--- config.mk ---
export PLATFORM = sky130hd
export DESIGN_NAME = imem_port
export DESIGN_NICKNAME = d
export VERILOG_FILES = /design/src/rtl/simplecore_pkg.sv /design/src/rtl/imem_wait_timer.sv /design/src/rtl/imem_port.sv
export SDC_FILE = /design/constraint.sdc
export NUM_CORES = 1
export LEC_CHECK = 0
export ABC_AREA = 0
export BUFFER_PORTS_ARGS = -buffer_cell sky130_fd_sc_hd__buf_2
export CAP_MARGIN = 20
export CORE_MARGIN = 2
export CORE_UTILIZATION = 55
export DETAILED_ROUTE_END_ITERATION = 10
export PLACE_DENSITY = 0.8
export SLEW_MARGIN = 20
export SYNTH_ARGS = -nofsm -noshare
export SYNTH_HDL_FRONTEND = slang
export SYNTH_HIERARCHICAL = 1
export SYNTH_SLANG_ARGS = --single-unit
--- constraint.sdc ---
create_clock -name clk -period 2.5 [get_ports clk]
set_input_delay 0.25 -clock clk [delete_from_list [all_inputs] [get_ports clk]]
set_output_delay 0.25 -clock clk [all_outputs]
set_load 0.01 [all_outputs]
--- src/rtl/simplecore_pkg.sv ---
// rtl/simplecore_pkg.sv - shared SimpleCore instruction-port types and constants
package simplecore_pkg;

  localparam int INST_W = 16;
  localparam logic [INST_W-1:0] NOP_INST = 16'h0000;
  localparam logic [INST_W-1:0] ERR_INST = 16'hFFFF;

  typedef enum logic [1:0] {
    IM_IDLE  = 2'd0,
    IM_RD_HI = 2'd1,
    IM_RD_LO = 2'd2,
    IM_ERR   = 2'd3
  } im_state_e;

endpackage

--- src/rtl/imem_wait_timer.sv ---
// rtl/imem_wait_timer.sv - saturating 8-bit wait-state counter with terminal-count flag
module imem_wait_timer #(
  parameter int TIMEOUT = 8
) (
  input  logic clk,
  input  logic nReset,
  input  logic clr,
  input  logic en,
  output logic tc
);

  logic [7:0] cnt_q;
  logic [7:0] cnt_d;

  always_comb begin
    cnt_d = cnt_q;
    if (clr) begin
      cnt_d = 8'd0;
    end else if (en && (cnt_q != 8'hFF)) begin
      cnt_d = cnt_q + 8'd1;
    end
  end

  always_ff @(posedge clk or negedge nReset) begin
    if (!nReset) begin
      cnt_q <= 8'd0;
    end else begin
      cnt_q <= cnt_d;
    end
  end

  // tc marks the last allowed wait cycle of the current strobe
  assign tc = (cnt_q == 8'(TIMEOUT - 1));

endmodule

--- src/rtl/imem_port.sv ---
// rtl/imem_port.sv - 16-bit instruction fetch responder over an 8-bit wait-state memory
module imem_port #(
  parameter int          AW       = 15,
  parameter int          TIMEOUT  = 8,
  parameter logic [15:0] NOP_INST = simplecore_pkg::NOP_INST,
  parameter logic [15:0] ERR_INST = simplecore_pkg::ERR_INST
) (
  input  logic                              clk,
  input  logic                              nReset,
  input  logic                              fReq,
  input  logic [AW-1:0]                     fAddr,
  output logic [simplecore_pkg::INST_W-1:0] dOut,
  output logic                              dValid,
  output logic                              fBusy,
  output logic                              fErr,
  output logic [AW:0]                       mAddr,
  output logic                              mRd,
  input  logic                              mRdy,
  input  logic [7:0]                        mData
);

  import simplecore_pkg::*;

  im_state_e         state_q, state_d;
  logic [AW-1:0]     addr_q, addr_d;
  logic [7:0]        hi_q, hi_d;
  logic [INST_W-1:0] dout_q, dout_d;
  logic              dvalid_q, dvalid_d;
  logic              ferr_q, ferr_d;
  logic              fbusy_q, fbusy_d;
  logic [AW:0]       maddr_q, maddr_d;
  logic              mrd_q, mrd_d;
  logic              tmr_en;
  logic              tmr_tc;

  assign tmr_en = ((state_q == IM_RD_HI) || (state_q == IM_RD_LO)) && !mRdy;

  imem_wait_timer #(.TIMEOUT(TIMEOUT)) u_wait_timer (
    .clk    (clk),
    .nReset (nReset),
    .clr    (!tmr_en),
    .en     (tmr_en),
    .tc     (tmr_tc)
  );

  always_comb begin
    state_d  = state_q;
    addr_d   = addr_q;
    hi_d     = hi_q;
    dout_d   = dout_q;
    dvalid_d = 1'b0;
    ferr_d   = 1'b0;
    fbusy_d  = fbusy_q;
    maddr_d  = maddr_q;
    mrd_d    = mrd_q;
    case (state_q)
      IM_IDLE: begin
        if (fReq) begin
          addr_d  = fAddr;
          maddr_d = {fAddr, 1'b0};
          mrd_d   = 1'b1;
          fbusy_d = 1'b1;
          state_d = IM_RD_HI;
        end
      end
      IM_RD_HI: begin
        if (mRdy) begin
          hi_d    = mData;
          maddr_d = {addr_q, 1'b1};
          state_d = IM_RD_LO;
        end else if (tmr_tc) begin
          mrd_d   = 1'b0;
          state_d = IM_ERR;
        end
      end
      IM_RD_LO: begin
        if (mRdy) begin
          dout_d   = {hi_q, mData};
          dvalid_d = 1'b1;
          mrd_d    = 1'b0;
          fbusy_d  = 1'b0;
          state_d  = IM_IDLE;
        end else if (tmr_tc) begin
          mrd_d   = 1'b0;
          state_d = IM_ERR;
        end
      end
      IM_ERR: begin
        // strobe already dropped on entry; report the abort to the core
        dout_d   = ERR_INST;
        dvalid_d = 1'b1;
        ferr_d   = 1'b1;
        fbusy_d  = 1'b0;
        state_d  = IM_IDLE;
      end
      default: state_d = IM_IDLE;
    endcase
  end

  always_ff @(posedge clk or negedge nReset) begin
    if (!nReset) begin
      state_q  <= IM_IDLE;
      addr_q   <= '0;
      hi_q     <= 8'd0;
      dout_q   <= NOP_INST;
      dvalid_q <= 1'b0;
      ferr_q   <= 1'b0;
      fbusy_q  <= 1'b0;
      maddr_q  <= '0;
      mrd_q    <= 1'b0;
    end else begin
      state_q  <= state_d;
      addr_q   <= addr_d;
      hi_q     <= hi_d;
      dout_q   <= dout_d;
      dvalid_q <= dvalid_d;
      ferr_q   <= ferr_d;
      fbusy_q  <= fbusy_d;
      maddr_q  <= maddr_d;
      mrd_q    <= mrd_d;
    end
  end

  assign dOut   = dout_q;
  assign dValid = dvalid_q;
  assign fErr   = ferr_q;
  assign fBusy  = fbusy_q;
  assign mAddr  = maddr_q;
  assign mRd    = mrd_q;

endmodule

==> results of run 1 <==
## per-stage QoR
step                      std cells  instance area (um2)  power, uW  hold slack, ns
after floorplan                 259                 3220       3330         -0.0456
after global placement          387                 3610       3800           0.341
after detailed placement        387                 3610       3910           0.351
after CTS                       404                 3830       4870           0.144
after global routing            404                 3830       5160           0.153
final                           404                 3830       4820           0.159
## layout make-up
cell class                 count  area, um2
inverter                       6       22.5
fill                         417       1750
timing repair buffer          70        385
clock buffer                  13        169
clock inverter                 3       42.5
sequential                    69       1730
tap                           72       90.1
multi-input combinational    171       1390
## cell usage in the layout, fill, tap and decap left out, types with 2 or more instances in the layout
| master | Yosys | routed |
|---|---|---|
| ha_1 | 6 | 6 |
| o21ai_0 | 18 | 18 |
| nor2_1 | 25 | 25 |
| and3_1 | 2 | 2 |
| o31ai_1 | 2 | 2 |
| nand2_1 | 21 | 21 |
| a21oi_1 | 2 | 2 |
| dfrtp_1 | 69 | 69 |
| inv_1 | 6 | 6 |
| nand2b_1 | 3 | 3 |
| buf_2 | 6 | 62 |
| clkbuf_8 | 0 | 12 |
| nor2b_1 | 4 | 4 |
| mux2i_1 | 3 | 2 |
| mux2_4 | 14 | 14 |
| buf_4 | 0 | 6 |
| mux2_2 | 43 | 43 |
## cell usage after synthesis (3+ instances only)
cell	number
mux2_4	14
nor2b_1	4
clkbuf_1	4
dfrtp_1	69
nand2b_1	3
mux2i_1	3
nor2_1	25
ha_1	6
inv_1	6
o21ai_0	18
nand2_1	21
buf_2	6
mux2_2	43
## state kept, by name, summed over array words and instances (netlist names)
name / flops
state_q: 2
mAddr: 16
fErr: 1
addr_q: 15
mRd: 1
u_wait_timer/cnt_q: 8
hi_q: 8
fBusy: 1
dOut: 16
dValid: 1
## kinds of logic (layout without fill, tap and decap cells)
family | Yosys count | after routing
AO/OA/AOI/OAI | 35 | 35
adder cells (fa/ha/maj) | 6 | 6
buffers and inverters | 19 | 92
flip-flops | 69 | 69
multiplexers | 60 | 60
AND/OR/NAND/NOR | 70 | 70
## final timing paths
check                                        end  slack (ns)             startpoint
max in group asynchronous              mAddr[15]        1.38                 nReset
setup reg to reg                      state_q[1]        0.50  u_wait_timer/cnt_q[3]
hold / removal                        addr_q[13]        0.16              fAddr[13]
min in group asynchronous  u_wait_timer/cnt_q[1]        0.50                 nReset
setup / recovery                      state_q[1]        0.50  u_wait_timer/cnt_q[3]
hold reg to reg                         dOut[11]        0.48               dOut[11]
## power groups by stage
stage               sequential [uW]  combinational (uW)  clock, uW
global route                   1940                2210       1010
floorplan                      1980                1350          0
CTS                            1870                2030        963
finish                         1870                2000        942
global placement               1860                1940          0
detailed placement             1890                2020          0
## metal layers
metal	track usage [%]	wire length, um
met4	8.47	90
met2	33.9	3020
met3	5.28	288
met5	0	0
met1	26.4	2720
## timing repair
action | 4_1_cts | 5_1_grt
hold endpoints to repair | 29 | 0
gates resized for setup | 0 | 0
hold buffers | 1 | 0
==> key figures, run 1 <==
Status
  • Status: finished, final reports clean

Logic synthesis
  • Flops & latches, synth: 69
  • Synth area leader: dfrtp_1
  • Syn Inst Count: roughly 260
  • Main combinational cell family by area after synthesis: multiplexers
  • Asr flop ratio synth: 100%
  • Seq/Total Area, Yosys: a little over half
  • XOR/XNOR share of the synthesized area: 0%
  • Number of synthesis warnings: 6
  • Mapped cell area: about 3200 um2
  • Synth cell types: between 40 and 50
  • Compound-Gate Fraction of Synth Area: 7.55%
  • Main synth FF type: dfrtp_1
  • Synth Area in Simple Gates: 10.7%
  • Post-Synth Adder-Cell Area: ~2.3%
  • Top-area cell type share of the netlist area: 53.7%
  • Post-synth EDFFs: 0
  • Post-synth net total: a little under 300
  • Mux contribution to synthesized area: a little under a quarter
  • Top area cells in the synthesized netlist: dfrtp_1 54%, mux2_2 15%, mux2_4 6.5%
  • Avg Synthesized Cell Area: 12.4 um2

Setup path
  • Slowest CP cell: nor4_1
  • Worst EP required: around 2.8 ns
  • CP max FO: 9
  • Delay-heaviest family, CP: simple AND/OR/NAND/NOR gates
  • Crit path buf inv count: 0
  • Critical path class: reg2reg
  • Reg2Reg Depth: 5
  • Max stage delay on crit path: roughly 0.51 ns
  • CP endpoint kind: register
  • Worst path cell trace: or3_1, nor4_1, nor2_1, o21ai_0, o311a_1
  • Critical Path AT: approximately 2.3 ns
  • Startpoint types: register
  • WP depth: 5

Timing
  • Worst-Margin Slew: 0.785 ns
  • RSZ-0062 raised after global routing: false
  • Endpoints failing setup: 0
  • Final Max Slew Viols: 0
  • Fin crit period: 2.00 ns
  • Max Freq: about 500 MHz
  • Final worst slack: ~0.50 ns
  • Setup Skew: between 0.004 and 0.005 ns
  • Fin crit share: between 80% and 90%
  • Setup TNS: 0 ns
  • Final hold vios: 0
  • Relative slew slack: between 40% and 50%

Min path
  • Min-delay worst type: in2reg
  • Hold Path Stages: 2

Pwr
  • Pint: roughly 3200 uW
  • Switching share of power: 33.1%
  • Clock share of power: slightly below 20%
  • Ratio of total power to cell area: 1260 nW/um2
  • VDD IR max: about 0.00077 V
  • Sequential share of power: about two fifths
  • Leak Pwr: between 0.0015 and 0.002 uW
  • Combinational Power Share: between 40% and 50%
  • Sw power: roughly 1600 uW

Global routing
  • Number of global-route vias before repair: roughly 2200
  • Initial antenna violation count: 0
  • First-pass GRT wire length: approximately 10000 um
  • Largest net degree at the start of global routing: 34
  • Gr usage total: between 20% and 30%
  • Grt ovf: 0

Finish
  • Share of layout cells above drive strength 1: between 40% and 50%
  • P&R area growth vs syn: 19.0%
  • Final Util: between 60% and 70%
  • Layout Nets: 360
  • Number of antenna diodes: 0

Flow run
  • Max_cap viols: 0

Clocking
  • Clk buf depth: 2
  • Clock latency on the worst-skew pair: roughly 0.33 ns
  • CTS Sinks: 69
  • Worst-path clk slew: ~0.07 ns
  • H-tree depth: 3
  • Post-CTS Setup Repair Bufs: 0
  • Clock root buffer master: clkbuf_8
  • CTS tree: yes
  • CTS buffer count: 9

Drt
  • Total Routed Length: between 6000 and 7000 um
  • First DRT Iteration DRCs: 80
  • Drt wl/cell: approximately 15 um
  • Routed Antenna Nets: 0
  • DRC Markers: 0
  • 1st-pass router iterations: 4
  • Vias per std cell: 5.34
  • Total vias in the final route: between 2000 and 2500

Die
  • Core ar.: about 5600 um2
  • Die area: 6480 um2
  • Die Span Y: approximately 80 um
  • Row Count: 27
  • Initial core utilization: 57.7%
  • # IOs: 63
  • Die W: 80.5 um

Placement
  • HPWL after DPL: 4350 um
  • Port Buffers: 62
  • Placer Congestion: around 0.8
  • Pre-CTS worst setup slack: about 0.53 ns
No activity file was read; power rests on OpenSTA's default activity.
==> run 2: changes to the inputs <==
clock period = 2 ns   (was 2.5 ns; I/O delays follow)
==> key figures, run 2 (synthesis gave the netlist of run 1 again) <==
Drt
  • Drt wl/cell: 15.1 um (-0.17%)
  • Total vias in the final route: 2179 (+0.97%)
  • DRC Markers: 0 (unchanged)
  • Vias per std cell: 5.34 (about the same)
  • Total Routed Length: 6170 um (+0.82%)
  • 1st-pass router iterations: 5 (+1)
  • Routed Antenna Nets: 0 (unchanged)
  • First DRT Iteration DRCs: 94 (+18%)

Finish
  • Commonest non-fill, non-tap cell in the layout: dfrtp_1
  • P&R area growth vs syn: 20.8%
  • Final Non-Filler Cells: 408 (+0.99%)
  • Layout Nets: 364 (+1.1%)
  • Most frequent cells in the layout: 69 x dfrtp_1, 62 x buf_2, 43 x mux2_2
  • Number of antenna diodes: 0 (unchanged)
  • Share of layout cells above drive strength 1: 45.8% (+0.65 points)
  • Layout fillers: 415 (-0.48%)
  • Final Cell Area: 3890 um2 (+1.5%)

Placement
  • Pre-CTS worst setup slack: 0.132 ns (-0.394 ns)
  • Port Buffers: 62 (unchanged)
  • Placer Congestion: 0.752 (-7.1%)
  • HPWL after DPL: 4240 um (-2.5%)
  • Placed cell areas: 3650 um2 (+1.3%)
  • DP Cell Count: 390 (+0.78%)

Timing
  • Hold_ws: 0.107 ns (-0.0516 ns)
  • Fin crit period: 1.89 ns (-0.106 ns)
  • Relative slew slack: 71.5% (+24 points)
  • Endpoints failing setup: 0 (unchanged)
  • Fin crit share: 94.7% (+15 points)
  • Setup Skew: 0.00470 ns (-0.000165 ns)
  • Worst-Margin Slew: 0.428 ns (-0.358 ns)
  • Final Max Slew Viols: 0 (unchanged)
  • Final worst slack: 0.106 ns (-0.394 ns)
  • Max Freq: 528 MHz (+5.6%)
  • Final hold vios: 0 (unchanged)

Setup path
  • Max stage delay on crit path: 0.40 ns (-0.11 ns)
  • Worst EP required: 2.23 ns (-0.54 ns)
  • Slowest CP cell: dfrtp_1
  • CP max FO: 4 (-5)
  • Startpoint types: register
  • Critical path class: reg2reg
  • Worst path cell trace: inv_1, ha_1, nand2_1, inv_1, nand4_1, a211oi_2, mux2_4
  • Cell repeated most along the worst path: inv_1
  • CP endpoint kind: register
  • Critical Path AT: 2.12 ns (-0.15 ns)

Pwr
  • Combinational Power Share: 42.1% (+0.5 points)
  • VDD IR max: 0.000860 V (+12%)
  • Ratio of total power to cell area: 1590 nW/um2 (+26%)
  • Switching share of power: 33.2% (+0.14 points)
  • Clock share of power: 20.0% (+0.4 points)
  • Pint: 4120 uW (+28%)
  • Leak Pwr: 0.00189 uW (+1.8%)
  • Sw power: 2050 uW (+29%)
  • Sequential share of power: 37.8% (-1.0 points)

Min path
  • Min-delay worst type: in2reg

Global routing
  • Gr usage total: 20.1% (-0.64 points)
  • Grt ovf: 0 (unchanged)
  • Largest net degree at the start of global routing: 70 (+110%)
  • Number of global-route vias before repair: 2125 (-2.6%)
  • First-pass GRT wire length: 9910 um (-2.2%)
  • Initial antenna violation count: 0 (unchanged)

Die
  • Die area: 6480 um2 (unchanged)
  • Row Count: 27 (unchanged)
  • Initial core utilization: 57.7% (unchanged)
  • # IOs: 63 (unchanged)
  • Die W: 80.5 um (unchanged)
  • Core ar.: 5570 um2 (unchanged)
  • Die Span Y: 80.5 um (unchanged)

Flow run
  • Max_cap viols: 0 (unchanged)

Clocking
  • Resized cells post-CTS: 0 (unchanged)
  • Clock latency on the worst-skew pair: 0.34 ns (about the same)
  • CTS tree: yes
  • CTS Sinks: 69 (unchanged)
  • CTS buffer count: 9 (unchanged)
  • H-tree depth: 3 (unchanged)
  • Clock root buffer master: clkbuf_8
  • Clk buf depth: 2 (unchanged)
  • Worst-path clk slew: 0.07 ns (about the same)

Status
  • Status: finished, final reports clean
[run 2: layer usage]
layer  routed length [um]  global-route usage (%)
met2                 3010                    32.3
met1                 2800                    26.6
met4                   87                    8.64
met5                    0                       0
met3                  279                    4.04
[run 2: final cells by class]
type	instances	area [um2]	area share, %
clock inverter	6	87.6	2.25
multi-input combinational	171	1390	35.8
inverter	6	22.5	0.580
timing repair buffer	74	440	11.3
clock buffer	10	128	3.28
tap	72	90.1	2.32
sequential	69	1730	44.4
[run 2: critical path, delay by kind of cell (launching register included)]
family / cells / cell delay (ns)
DFF: 1 / 0.40
and+or+nand+nor: 2 / 0.28
muxes: 1 / 0.32
adders and majority gates: 1 / 0.31
AOI/OAI and AO/OA: 1 / 0.29
buffers and inverters: 2 / 0.20
[run 2: metrics by stage]
| stage | power (uW) | setup TNS [ns] | utilization (%) |
|---|---|---|---|
| 2_1_floorplan | 4160 | 0 | - |
| 3_3_place_gp | 4820 | 0 | 65.5 |
| 3_5_place_dp | 4980 | 0 | 65.5 |
| 4_1_cts | 6230 | 0 | 69.6 |
| 5_1_grt | 6560 | -0.0288 | 69.7 |
| 6_report | 6170 | 0 | 69.7 |
[run 2: repair_timing]
item                       CTS  global route
hold buffers                 1             0
setup buffers                0             1
hold endpoints to repair    69             0
setup endpoints to repair    0             1
[run 2: power by group through the flow]
stage | combinational (uW) | sequential, uW | clock (uW)
6_report | 2600 | 2330 | 1240
4_1_cts | 2630 | 2340 | 1250
2_1_floorplan | 1680 | 2480 | 0
3_5_place_dp | 2620 | 2360 | 0
5_1_grt | 2830 | 2410 | 1320
3_3_place_gp | 2500 | 2320 | 0
[run 2: worst paths after layout]
check,depth (start not counted),endpoint,start,slack (ns)
min in group asynchronous,3,u_wait_timer/cnt_q[6],nReset,0.41
min,2,addr_q[6],fAddr[6],0.11
max reg2reg,7,u_wait_timer/cnt_q[5],state_q[0],0.11
max in group asynchronous,3,mAddr[1],nReset,1.31
max,7,u_wait_timer/cnt_q[5],state_q[0],0.11
min reg2reg,2,dOut[10],dOut[10],0.48
